===== src/rtl/z80_bus_pkg.sv =====
// rtl/z80_bus_pkg.sv - shared types and target indices for the write demux
package z80_bus_pkg;

    typedef enum logic {
        IDLE = 1'b0,
        HOLD = 1'b1
    } state_t;

    localparam int NUM_TGT = 4;
    localparam int SEL_W   = 2;

    localparam logic [SEL_W-1:0] TGT_MEM = 2'd0;
    localparam logic [SEL_W-1:0] TGT_IO  = 2'd1;
    localparam logic [SEL_W-1:0] TGT_VID = 2'd2;
    localparam logic [SEL_W-1:0] TGT_SND = 2'd3;

endpackage


===== src/rtl/timeout_counter.sv =====
// rtl/timeout_counter.sv - saturating wait counter, expire on the last allowed cycle
module timeout_counter #(
    parameter int MAX = 15
) (
    input  logic clk,
    input  logic rst_n,
    input  logic clr,
    input  logic en,
    output logic expire
);

    generate
        if (MAX == 0) begin : g_off
            assign expire = 1'b0;
        end else begin : g_on
            localparam int CW = $clog2(MAX + 1);
            localparam logic [CW-1:0] LAST = CW'(MAX - 1);
            localparam logic [CW-1:0] TOP  = CW'(MAX);

            logic [CW-1:0] count_q;
            logic [CW-1:0] count_d;

            // clear has priority; otherwise count waiting cycles, sticking at TOP
            always_comb begin
                count_d = count_q;
                if (clr) begin
                    count_d = '0;
                end else if (en && (count_q != TOP)) begin
                    count_d = count_q + 1'b1;
                end
            end

            // count register
            always_ff @(posedge clk or negedge rst_n) begin
                if (!rst_n) begin
                    count_q <= '0;
                end else begin
                    count_q <= count_d;
                end
            end

            assign expire = en && (count_q == LAST);
        end
    endgenerate

endmodule


===== src/rtl/demux4_wr.sv =====
// rtl/demux4_wr.sv - registered 1-to-4 write demux with timeout; DEMUX4_WR_PIPE_EN enables back-to-back capture
module demux4_wr
    import z80_bus_pkg::*;
#(
    parameter int WIDTH   = 8,
    parameter int TIMEOUT = 15
) (
    input  logic               clk,
    input  logic               rst_n,
    input  logic [SEL_W-1:0]   in_sel,
    input  logic [WIDTH-1:0]   in_data,
    input  logic               in_valid,
    output logic               in_ready,
    output logic [WIDTH-1:0]   out_data,
    output logic [NUM_TGT-1:0] out_valid,
    input  logic [NUM_TGT-1:0] out_ready,
    output logic               busy,
    output logic               err
);

    state_t             state_q, state_d;
    logic [SEL_W-1:0]   sel_q, sel_d;
    logic [WIDTH-1:0]   data_q, data_d;
    logic               err_q, err_d;

    logic               accept;
    logic               capture;
    logic               expire;
    logic [NUM_TGT-1:0] sel_onehot;

    assign busy       = (state_q == HOLD);
    assign sel_onehot = {{(NUM_TGT-1){1'b0}}, 1'b1} << sel_q;
    // out_valid is decoded from state so an async reset drops it immediately
    assign out_valid  = busy ? sel_onehot : '0;
    assign out_data   = data_q;
    assign err        = err_q;
    assign accept     = busy && out_ready[sel_q];
    assign capture    = in_valid && in_ready;

    // in_ready depends only on state (and, when pipelined, on the pending accept)
    always_comb begin
        in_ready = 1'b0;
        if (state_q == IDLE) begin
            in_ready = 1'b1;
        end else begin
`ifdef DEMUX4_WR_PIPE_EN
            in_ready = out_ready[sel_q];
`else
            in_ready = 1'b0;
`endif
        end
    end

    // next-state: capture, accept, or timeout drop; acceptance beats timeout
    always_comb begin
        state_d = state_q;
        sel_d   = sel_q;
        data_d  = data_q;
        err_d   = 1'b0;
        if (capture) begin
            sel_d  = in_sel;
            data_d = in_data;
        end
        case (state_q)
            IDLE: begin
                if (capture) begin
                    state_d = HOLD;
                end
            end
            HOLD: begin
                if (accept) begin
                    state_d = capture ? HOLD : IDLE;
                end else if (expire) begin
                    state_d = IDLE;
                    err_d   = 1'b1;
                end
            end
            default: state_d = IDLE;
        endcase
    end

    // state and holding registers
    always_ff @(posedge clk or negedge rst_n) begin
        if (!rst_n) begin
            state_q <= IDLE;
            sel_q   <= '0;
            data_q  <= '0;
            err_q   <= 1'b0;
        end else begin
            state_q <= state_d;
            sel_q   <= sel_d;
            data_q  <= data_d;
            err_q   <= err_d;
        end
    end

    timeout_counter #(
        .MAX (TIMEOUT)
    ) u_timeout (
        .clk    (clk),
        .rst_n  (rst_n),
        .clr    (capture || !busy),
        .en     (busy && !accept),
        .expire (expire)
    );

endmodule


===== config.mk =====
export PLATFORM = sky130hd
export DESIGN_NAME = demux4_wr
export DESIGN_NICKNAME = d
export VERILOG_FILES = /design/src/rtl/z80_bus_pkg.sv /design/src/rtl/timeout_counter.sv /design/src/rtl/demux4_wr.sv
export SDC_FILE = /design/constraint.sdc
export NUM_CORES = 1
export LEC_CHECK = 0
export BUFFER_PORTS_ARGS = -buffer_cell sky130_fd_sc_hd__buf_2
export CAP_MARGIN = 20
export CORE_AREA = 3 3 55 57
export CTS_CLUSTER_SIZE = 24
export DETAILED_ROUTE_END_ITERATION = 12
export DIE_AREA = 0 0 58 60
export PLACE_DENSITY = 0.58
export SYNTH_ARGS = -nofsm -noshare
export SYNTH_HDL_FRONTEND = slang
export SYNTH_HIERARCHICAL = 1
export SYNTH_SLANG_ARGS = --single-unit

===== constraint.sdc =====
create_clock -name clk -period 3.1 [get_ports clk]
set_input_delay 0.31 -clock clk [delete_from_list [all_inputs] [get_ports clk]]
set_output_delay 0.31 -clock clk [all_outputs]
set_load 0.02 [all_outputs]

# Word-level counts from Yosys, hierarchy flattened
# Cells that the tools add are included.
[op_classes]
n_reduce_logical = 9
shifts = 1
n_lt_le_gt_ge = 1
n_bitwise = 1
add_sub_neg = 1
eq_ne = 2
mux = 13
[op_table]
columns = ["op", "count"]
rows = [
  ["two-way mux 4 bit", 3],
  ["two-way mux 1 bit", 8],
  ["logical AND 1 bit", 5],
  ["adder 4 x 1 -> 4 bit, second input constant", 1],
  ["equality test 4 bit, second input constant", 1],
  ["inequality test 4 bit, second input constant", 1],
  ["<< shifter 1 x 2 -> 4 bit, first input constant", 1],
  ["< comparator 2 x 3 -> 1 bit, second input constant", 1],
  ["binary-select mux 1 bit (select 2 bit)", 1],
  ["logical NOT 1 bit", 2],
  ["one-hot mux 1 bit (2 select lines)", 1],
  ["nonzero test 2 bit", 1],
  ["logical OR 1 bit", 1],
  ["NOT 1 bit", 1],
]
[totals]
wordCells = 33
input_bits = 17
regBits = 16

# Logic depth before layout (Yosys ltp)
# Gate-level depths: netlist of run 1.
[depth]
ltp_word = 9
depth_mapped = 5
ltp_nobuf = 5

# By module
# The synthesis of run 1 kept the hierarchy.
[modules_own_cells]
columns = ["module", "area_per_inst_um2", "seq_area_each_um2", "cells_per_inst", "instances"]
rows = [
  ["demux4_wr", 519.2, 300.3, 40, 1],
  ["timeout_counter", 260.2, 100.1, 23, 1],
]

# Least setup slack after synthesis of run 1
# Ideal clock, no wire load.
[synth_timing]
path_type = "register to register"
startpoint = "register sel_q[1]"
endpoint = "register u_timeout.g_on.count_q[0]"
path_stages_with_launch = 6
t_required_ns = 2.975
setup_slack_ns = 1.485
synth_period_minus_slack_ns = 1.615
arrival_ns = 1.490
cell_sequence = "dfrtp_1 -> mux2_1 -> o22ai_2 -> inv_2 -> a31oi_4 -> mux2_4"
[synth_via]
elab_chain_cells = 7
[synth_lines]
columns = ["item", "line_no", "text"]
rows = [
  ["from (decl)", "demux4_wr.sv:22", "logic [SEL_W-1:0] sel_q, sel_d;"],
  ["from (signal assigned)", "demux4_wr.sv:91", "sel_q <= sel_d;"],
  ["binary-select mux 1 bit (select 2 bit)", "demux4_wr.sv:37", "assign accept = busy && out_ready[sel_q];"],
  ["two-way mux 1 bit (not written as such)", "demux4_wr.sv:37", ""],
  ["logical AND 1 bit", "demux4_wr.sv:37", ""],
  ["logical NOT 1 bit", "demux4_wr.sv:103", ".en (busy && !accept),"],
  ["logical AND 1 bit", "demux4_wr.sv:103", ""],
  ["logical AND 1 bit", "timeout_counter.sv:28", "end else if (en && (count_q != TOP)) begin"],
  ["nonzero test 2 bit (no line)", "--", ""],
  ["to (signal assigned)", "timeout_counter.sv:38", "count_q <= count_d;"],
  ["to (decl)", "timeout_counter.sv:20", "logic [CW-1:0] count_q;"],
]
# Every way passes these cells. The select of a mux whose other input is x is not followed.
# A chain may end at the register's enable or synchronous reset.

# Worst setup path after layout of run 1
[layout_timing]
startpoint = "register sel_q[1]"
endpoint = "register u_timeout.g_on.count_q[1]"
# Same word-level chain as after synthesis.

==> results.yml, run 1 <==
power:
  power_density_mw_per_mm2: 890
  p_clk_share_pct: 11.5
  p_sw_share_pct: 41.3
  peakVddDrop_uv: 501
  leakage_nw: 0.497
  pwr-share-comb_pct: 49.6
  sequentialPowerShare_pct: 38.9
  p_switching_uw: 366
  intPower_uw: 521
  total_power_uw: 888
min_path:
  min_to: "sel_q[1]$_DFFE_PN0P_"
  hp-start: "in_sel[1]"
  min_path_cells: 3
  hold_class: "in2reg"
worst_setup_path:
  crit_path_cell_trace: "mux2_1 > o22ai_2 > inv_2 > a31oi_4 > mux2_4"
  path_class: "reg2reg"
  cp.required_ns: 3.27
  r2r-start: "sel_q[1]$_DFFE_PN0P_"
  timing.rr.end: "u_timeout/g_on.count_q[1]$_DFFE_PN0P_"
  timing.reg2reg.setup_slack_ns: 1.36
  start_kind: "flop"
  path_max_fanout: 7
  cp.arrival_ns: 1.91
  cp-end-kind: "flop"
  cp_slowest_cell: "dfrtp_1"
  rr_worst_depth: 5
  slowest_delay_ns: 0.44
grt:
  grt_first_pass_wirelength_um: 2420
  track_usage_pct: 9.43
  grt_max_degree: 17
  grt_remaining_overflow: 0
  grt_pass1_vias: 549
  antenna_found_initial: 0
layout:
  instances_no_fill: 127
  syn_to_final_growth_pct: 27.9
  diodes: 0
  drive_above_1_share_pct: 54.6
  nets: 118
timing:
  final.period_utilization_pct: 56.3
  setup_viol: 0
  hold_viol_final: 0
  worst-slew-pin-transition_ns: 0.577
  rsz0062_at_grt: "false"
  fin_skew_ns: 0.00206
  max_slew_margin_pct: 61.3
  finalSetupTns_ns: 0
  max_freq_ghz: 0.573
  period_minus_slack_ns: 1.74
  drv_slew: 0
logic_synthesis:
  synth_edf_count: 0
  synth_common_cells: "16 x dfrtp_1, 9 x mux2_2, 7 x nor2_1"
  netlist_instances: 63
  syn_nets: 82
  yosysTopAreaCellShare_pct: 51.4
  synthArstFlopShare_pct: 100
  synth_cell_type_count: 25
  yosysSeqAreaShare_pct: 51.4
  syn-cell-area_um2: 779
  yosysMostFrequentCell: "dfrtp_1"
  ys_top_cells_by_area: "dfrtp_1 51%, mux2_2 13%, mux2_4 5.8%"
  synth-main-ff-cell: "dfrtp_1"
  avgSynthCellArea_um2: 12.4
  synth_area_leader_cell: "dfrtp_1"
  synth_seq_cells: 16
  yosysWarnings: 6
detailed_routing:
  detail_route.iter0.violations: 9
  dr.pass1.iters: 4
  totalWireLength_um: 1450
  drc_errors: 0
  avgRoutedWirePerCell_um: 11.4
  routed_via_density: 4.44
  final_antenna_net_count: 0
  vias: 564
clock_network:
  post_cts_buffers: 0
  htree_levels: 1
  postCtsHoldBufs: 1
  cts_tree: "built"
  cts_sinks: 16
  cts_resized: 0
  root_buffer: "clkbuf_4"
  clk_pin_slew_ns: 0.08
  cts_made_buffers: 3
  worstSkewPairLatency_ns: 0.28
  cts_buffer_depth: 2
die:
  die_area_mm2: 0.00348
  io_pins: 32
  core_area_mm2: 0.00252
  num_rows: 18
  initial_core_util_pct: 30.9
  die_h_um: 60
  die_w_um: 58
status:
  status: "complete, no violations"
placed_design:
  numPlacedInstances: 123
  gp_congestion: 0.738
  dp_hpwl_um: 1150
  port_buffers: 31
job:
  cap_viol_max_count: 0
[through the flow]
step / utilization, % / worst slack [ns] / cell area, µm² / hold slack (ns)
final: 39.5 / 1.36 / 997 / 0.247
after global routing: 39.5 / 1.25 / 997 / 0.239
after CTS: 39.5 / 1.34 / 997 / 0.238
after detailed placement: 38.2 / 1.36 / 965 / 0.245
after global placement: 38.2 / 1.42 / 965 / 0.241
after floorplan: - / 1.49 / 779 / 0.0144
[how the worst max path moves through the flow]
stage | start | endpoint | slack (ns) | cells past startpoint
CTS | sel_q[1]$_DFFE_PN0P_ | u_timeout/g_on.count_q[1]$_DFFE_PN0P_ | 1.34 | 5
floorplan | sel_q[1]$_DFFE_PN0P_ | u_timeout/g_on.count_q[0]$_DFFE_PN0P_ | 1.49 | 5
detailed placement | sel_q[1]$_DFFE_PN0P_ | u_timeout/g_on.count_q[1]$_DFFE_PN0P_ | 1.36 | 5
finish | sel_q[1]$_DFFE_PN0P_ | u_timeout/g_on.count_q[1]$_DFFE_PN0P_ | 1.36 | 5
global route | sel_q[1]$_DFFE_PN0P_ | u_timeout/g_on.count_q[0]$_DFFE_PN0P_ | 1.25 | 5
global placement | sel_q[1]$_DFFE_PN0P_ | u_timeout/g_on.count_q[1]$_DFFE_PN0P_ | 1.42 | 5
[per-layer routing]
layer  track usage (%)  share of wire [%]  up-vias
li1                  -                  -      284
met2              14.4                 48       21
met4              4.97               0.69        0
met3              3.89                9.7        2
met1              11.4                 41      257
met5                 0                  0        -
[placed cells by master, fill, tap and decap left out]
cell,instances
a211oi_1,1
a21o_1,1
a21oi_1,1
a31oi_4,1
and2_1,1
and4_2,1
and4b_2,1
buf_2,31
clkbuf_4,3
dfrtp_1,16
dlygate4sd3_1,1
ha_1,2
inv_1,6
inv_2,1
mux2_1,1
mux2_2,9
mux2_4,3
nand2_1,2
nand2b_1,1
nand4_1,1
nor2_1,7
nor2b_1,1
nor2b_2,1
nor3_1,1
nor3_2,1
o21ai_0,1
o22ai_2,1
[cell families (layout without fill, tap and decap cells)]
logic type | Yosys count | in the layout | synth area share [%]
and+or+nand+nor | 18 | 18 | 13.3
adders and majority gates | 2 | 2 | 3.21
DFF | 16 | 16 | 51.4
muxes | 13 | 13 | 20.2
AOI/OAI and AO/OA | 6 | 6 | 7.54
buffers and inverters | 8 | 42 | 4.33
[power groups by stage]
stage	clock network, mW	logic [mW]	registers [mW]
6_report	0.102	0.441	0.345
3_3_place_gp	0	0.437	0.346
5_1_grt	0.121	0.479	0.362
2_1_floorplan	0	0.241	0.421
4_1_cts	0.109	0.450	0.347
3_5_place_dp	0	0.449	0.350
[state kept, by name, summed over array words and instances, names as in the netlist]
signal,cells
busy,1
sel_q,2
out_data,8
u_timeout/g_on.count_q,4
err,1
[cell type report]
| class | instances | area [µm²] |
|---|---|---|
| Sequential cell | 16 | 400 |
| Timing Repair Buffer | 32 | 165 |
| Multi-Input combinational cell | 39 | 345 |
| Fill cell | 256 | 1530 |
| Clock buffer | 3 | 22.5 |
| Tap cell | 30 | 37.5 |
| Inverter | 7 | 26.3 |
[worst max-delay path: cells and delay by family (launching register included)]
family | cells | cell delay [ns]
multiplexers | 2 | 0.68
AO/OA/AOI/OAI | 2 | 0.45
flip-flops | 1 | 0.44
buffers and inverters | 1 | 0.07
Power figures use the tool's default switching activity.
==> inputs of run 2 (changes only) <==
--- a/config.mk
+++ b/config.mk
@@ -5,12 +5,13 @@
 export SDC_FILE = /design/constraint.sdc
 export NUM_CORES = 1
 export LEC_CHECK = 0
+export ABC_AREA = 1
 export BUFFER_PORTS_ARGS = -buffer_cell sky130_fd_sc_hd__buf_2
 export CAP_MARGIN = 20
-export CORE_AREA = 3 3 55 57
+export CORE_AREA = 3 3 56 58
 export CTS_CLUSTER_SIZE = 24
 export DETAILED_ROUTE_END_ITERATION = 12
-export DIE_AREA = 0 0 58 60
+export DIE_AREA = 0 0 59 61
 export PLACE_DENSITY = 0.58
 export SYNTH_ARGS = -nofsm -noshare
 export SYNTH_HDL_FRONTEND = slang
==> constraint.sdc (replaced) <==
create_clock -name clk -period 1.69 [get_ports clk]
set_input_delay 0.169 -clock clk [delete_from_list [all_inputs] [get_ports clk]]
set_output_delay 0.169 -clock clk [all_outputs]
set_load 0.02 [all_outputs]
==> results.yml, run 2 <==
timing:
  rsz0062_at_grt: "false"
  drv_slew: 0
  hold_viol_final: 0
  period_minus_slack_ns: 1.37
  setup_viol: 0
  max_slew_margin_pct: 76.5
  max_freq_ghz: 0.729
  finalSetupTns_ns: 0
  final.period_utilization_pct: 81.1
  fin_skew_ns: 0.000683
  worst-slew-pin-transition_ns: 0.352
  hold-worst-slack_ns: 0.109
clock_network:
  worstSkewPairLatency_ns: 0.28
  cts_sinks: 16
  root_buffer: "clkbuf_4"
  cts_tree: "built"
  cts_made_buffers: 3
  clk_pin_slew_ns: 0.09
  cts_buffer_depth: 2
  htree_levels: 1
  post_cts_buffers: 0
layout:
  syn_to_final_growth_pct: 28.5
  diodes: 0
  drive_above_1_share_pct: 39.5
  final_util_pct: 38.0
  nets: 139
  largest_reg_flops: 8
  mostFrequentLayoutCells: "31 x buf_2, 16 x dfrtp_1, 15 x nand2_1"
  final_common_cell: "buf_2"
power:
  sequentialPowerShare_pct: 35.4
  power_density_mw_per_mm2: 1730
  peakVddDrop_uv: 1080
  pwr-share-comb_pct: 50.8
  intPower_mw: 1.01
  total_power_mw: 1.78
  leakage_nw: 0.582
  p_sw_share_pct: 43.2
  p_clk_share_pct: 13.9
  p_switching_uw: 770
worst_setup_path:
  cp-end-kind: "output port"
  cp.required_ns: 1.52
  crit_end: "out_valid[1]"
  path_class: "reg2out"
  crit_path_cell_trace: "inv_1 > nor3_1 > buf_2"
  path_depth: 3
  timing.reg2reg.setup_slack_ns: 0.36
  start_kind: "flop"
  timing.rr.end: "u_timeout/g_on.count_q[3]$_DFFE_PN0P_"
  slowest_delay_ns: 0.39
  critPathTopFamily: "flip-flops"
  cp_slowest_cell: "dfrtp_1"
  cp-startpoint: "sel_q[0]$_DFFE_PN0P_"
  critical_path_buf_inv_count: 2
  rr_worst_depth: 9
  r2r-start: "sel_q[0]$_DFFE_PN0P_"
  path_max_fanout: 6
  cp.arrival_ns: 1.20
logic_synthesis:
  synthArstFlopShare_pct: 100
  netlist_instances: 84
  yosysSeqAreaShare_pct: 49.9
  ys_top_cells_by_area: "dfrtp_1 50%, mux2_4 9.4%, nand2_1 7.0%"
  syn-cell-area_um2: 802
  yosysMostFrequentCell: "dfrtp_1"
  yosysWarnings: 6
  synth-main-ff-cell: "dfrtp_1"
  synth_edf_count: 0
  avgSynthCellArea_um2: 9.55
  syn_nets: 103
  yosysTopAreaCellShare_pct: 49.9
  synth_common_cells: "16 x dfrtp_1, 15 x nand2_1, 10 x inv_1, 10 x nand3_1, 8 x nor2_1"
  synth_cell_type_count: 18
  synth_seq_cells: 16
  synth_area_leader_cell: "dfrtp_1"
die:
  die_area_mm2: 0.00360
  core_area_mm2: 0.00271
  num_rows: 19
  die_w_um: 59
  initial_core_util_pct: 29.6
  die_h_um: 61
  io_pins: 32
detailed_routing:
  detail_route.iter0.violations: 2
  routed_via_density: 4.53
  dr.pass1.iters: 3
  vias: 679
  final_antenna_net_count: 0
  totalWireLength_um: 1520
  drc_errors: 0
  avgRoutedWirePerCell_um: 10.1
min_path:
  min_path_cells: 2
  hold_class: "in2reg"
placed_design:
  port_buffers: 31
  dp_hpwl_um: 1230
  gp_congestion: 0.788
grt:
  track_usage_pct: 9.69
  grt_first_pass_wirelength_um: 2620
  antenna_found_initial: 0
  grt_pass1_vias: 618
  grt_max_degree: 17
  grt_remaining_overflow: 0
job:
  cap_viol_max_count: 0
status:
  status: "complete, no violations"
run 2: timing repair:
action                                  in CTS  in global routing
hold endpoints to repair                    16                  0
hold buffers                                 1                  0
endpoints found under the setup margin       0                  0
resized for setup                            0                  0
run 2: power by group through the flow:
stage,sequential (mW),clock [mW],combinational [mW]
final,0.630,0.247,0.905
after global routing,0.655,0.276,0.995
after CTS,0.634,0.258,0.915
after detailed placement,0.637,0,0.913
after global placement,0.635,0,0.899
after floorplan,0.767,0,0.527
run 2: through the flow:
stage | setup WS [ns] | area, µm² | instances
final | 0.319 | 1030 | 150
after floorplan | 0.402 | 802 | 84
after CTS | 0.298 | 1030 | 150
after global placement | 0.393 | 985 | 145
after global routing | 0.199 | 1030 | 150
after detailed placement | 0.370 | 985 | 145
run 2: worst reg2reg max path: cells and delay by family, from the launching register on:
kind,cells,cell delay [ns]
buffers and inverters,2,0.19
DFF,1,0.39
and+or+nand+nor,7,0.64
run 2: layout make-up:
type / instances / area (µm²)
fillers: 302 / 1680
repair buffers: 32 / 165
inverters: 12 / 46.3
clock buffers: 4 / 36.3
multi-input cells: 55 / 344
flip-flops and latches: 16 / 400
well taps: 31 / 38.8
run 2: worst min path at each step:
stage	start	endpoint	slack, ns
final	in_data[3]	out_data[3]$_DFFE_PN0P_	0.11
after global routing	in_data[5]	out_data[5]$_DFFE_PN0P_	0.10
after CTS	in_data[3]	out_data[3]$_DFFE_PN0P_	0.1
after detailed placement	rst_n	err$_DFF_PN0_	0.10
after global placement	rst_n	err$_DFF_PN0_	0.10
after floorplan	rst_n	busy$_DFF_PN0_	-0.13
run 2: metal layers:
metal	vias up	global-route usage (%)	wire length, µm
met5	-	0	0
met4	0	5.83	17
met3	4	1.91	87
met2	21	14.4	665
met1	309	13.1	749
li1	345	-	-
run 2: kinds of logic (layout without fill, tap and decap cells):
| kind of cell | count (synthesis) | in the layout | synth area share, % |
|---|---|---|---|
| xor gates and xnor gates | 1 | 1 | 1.09 |
| muxes | 8 | 8 | 13.6 |
| buffers and inverters | 13 | 48 | 7.18 |
| AOI/OAI and AO/OA | 3 | 3 | 1.87 |
| adders and majority gates | 2 | 2 | 3.12 |
| DFF | 16 | 16 | 49.9 |
| and+or+nand+nor | 41 | 41 | 23.2 |
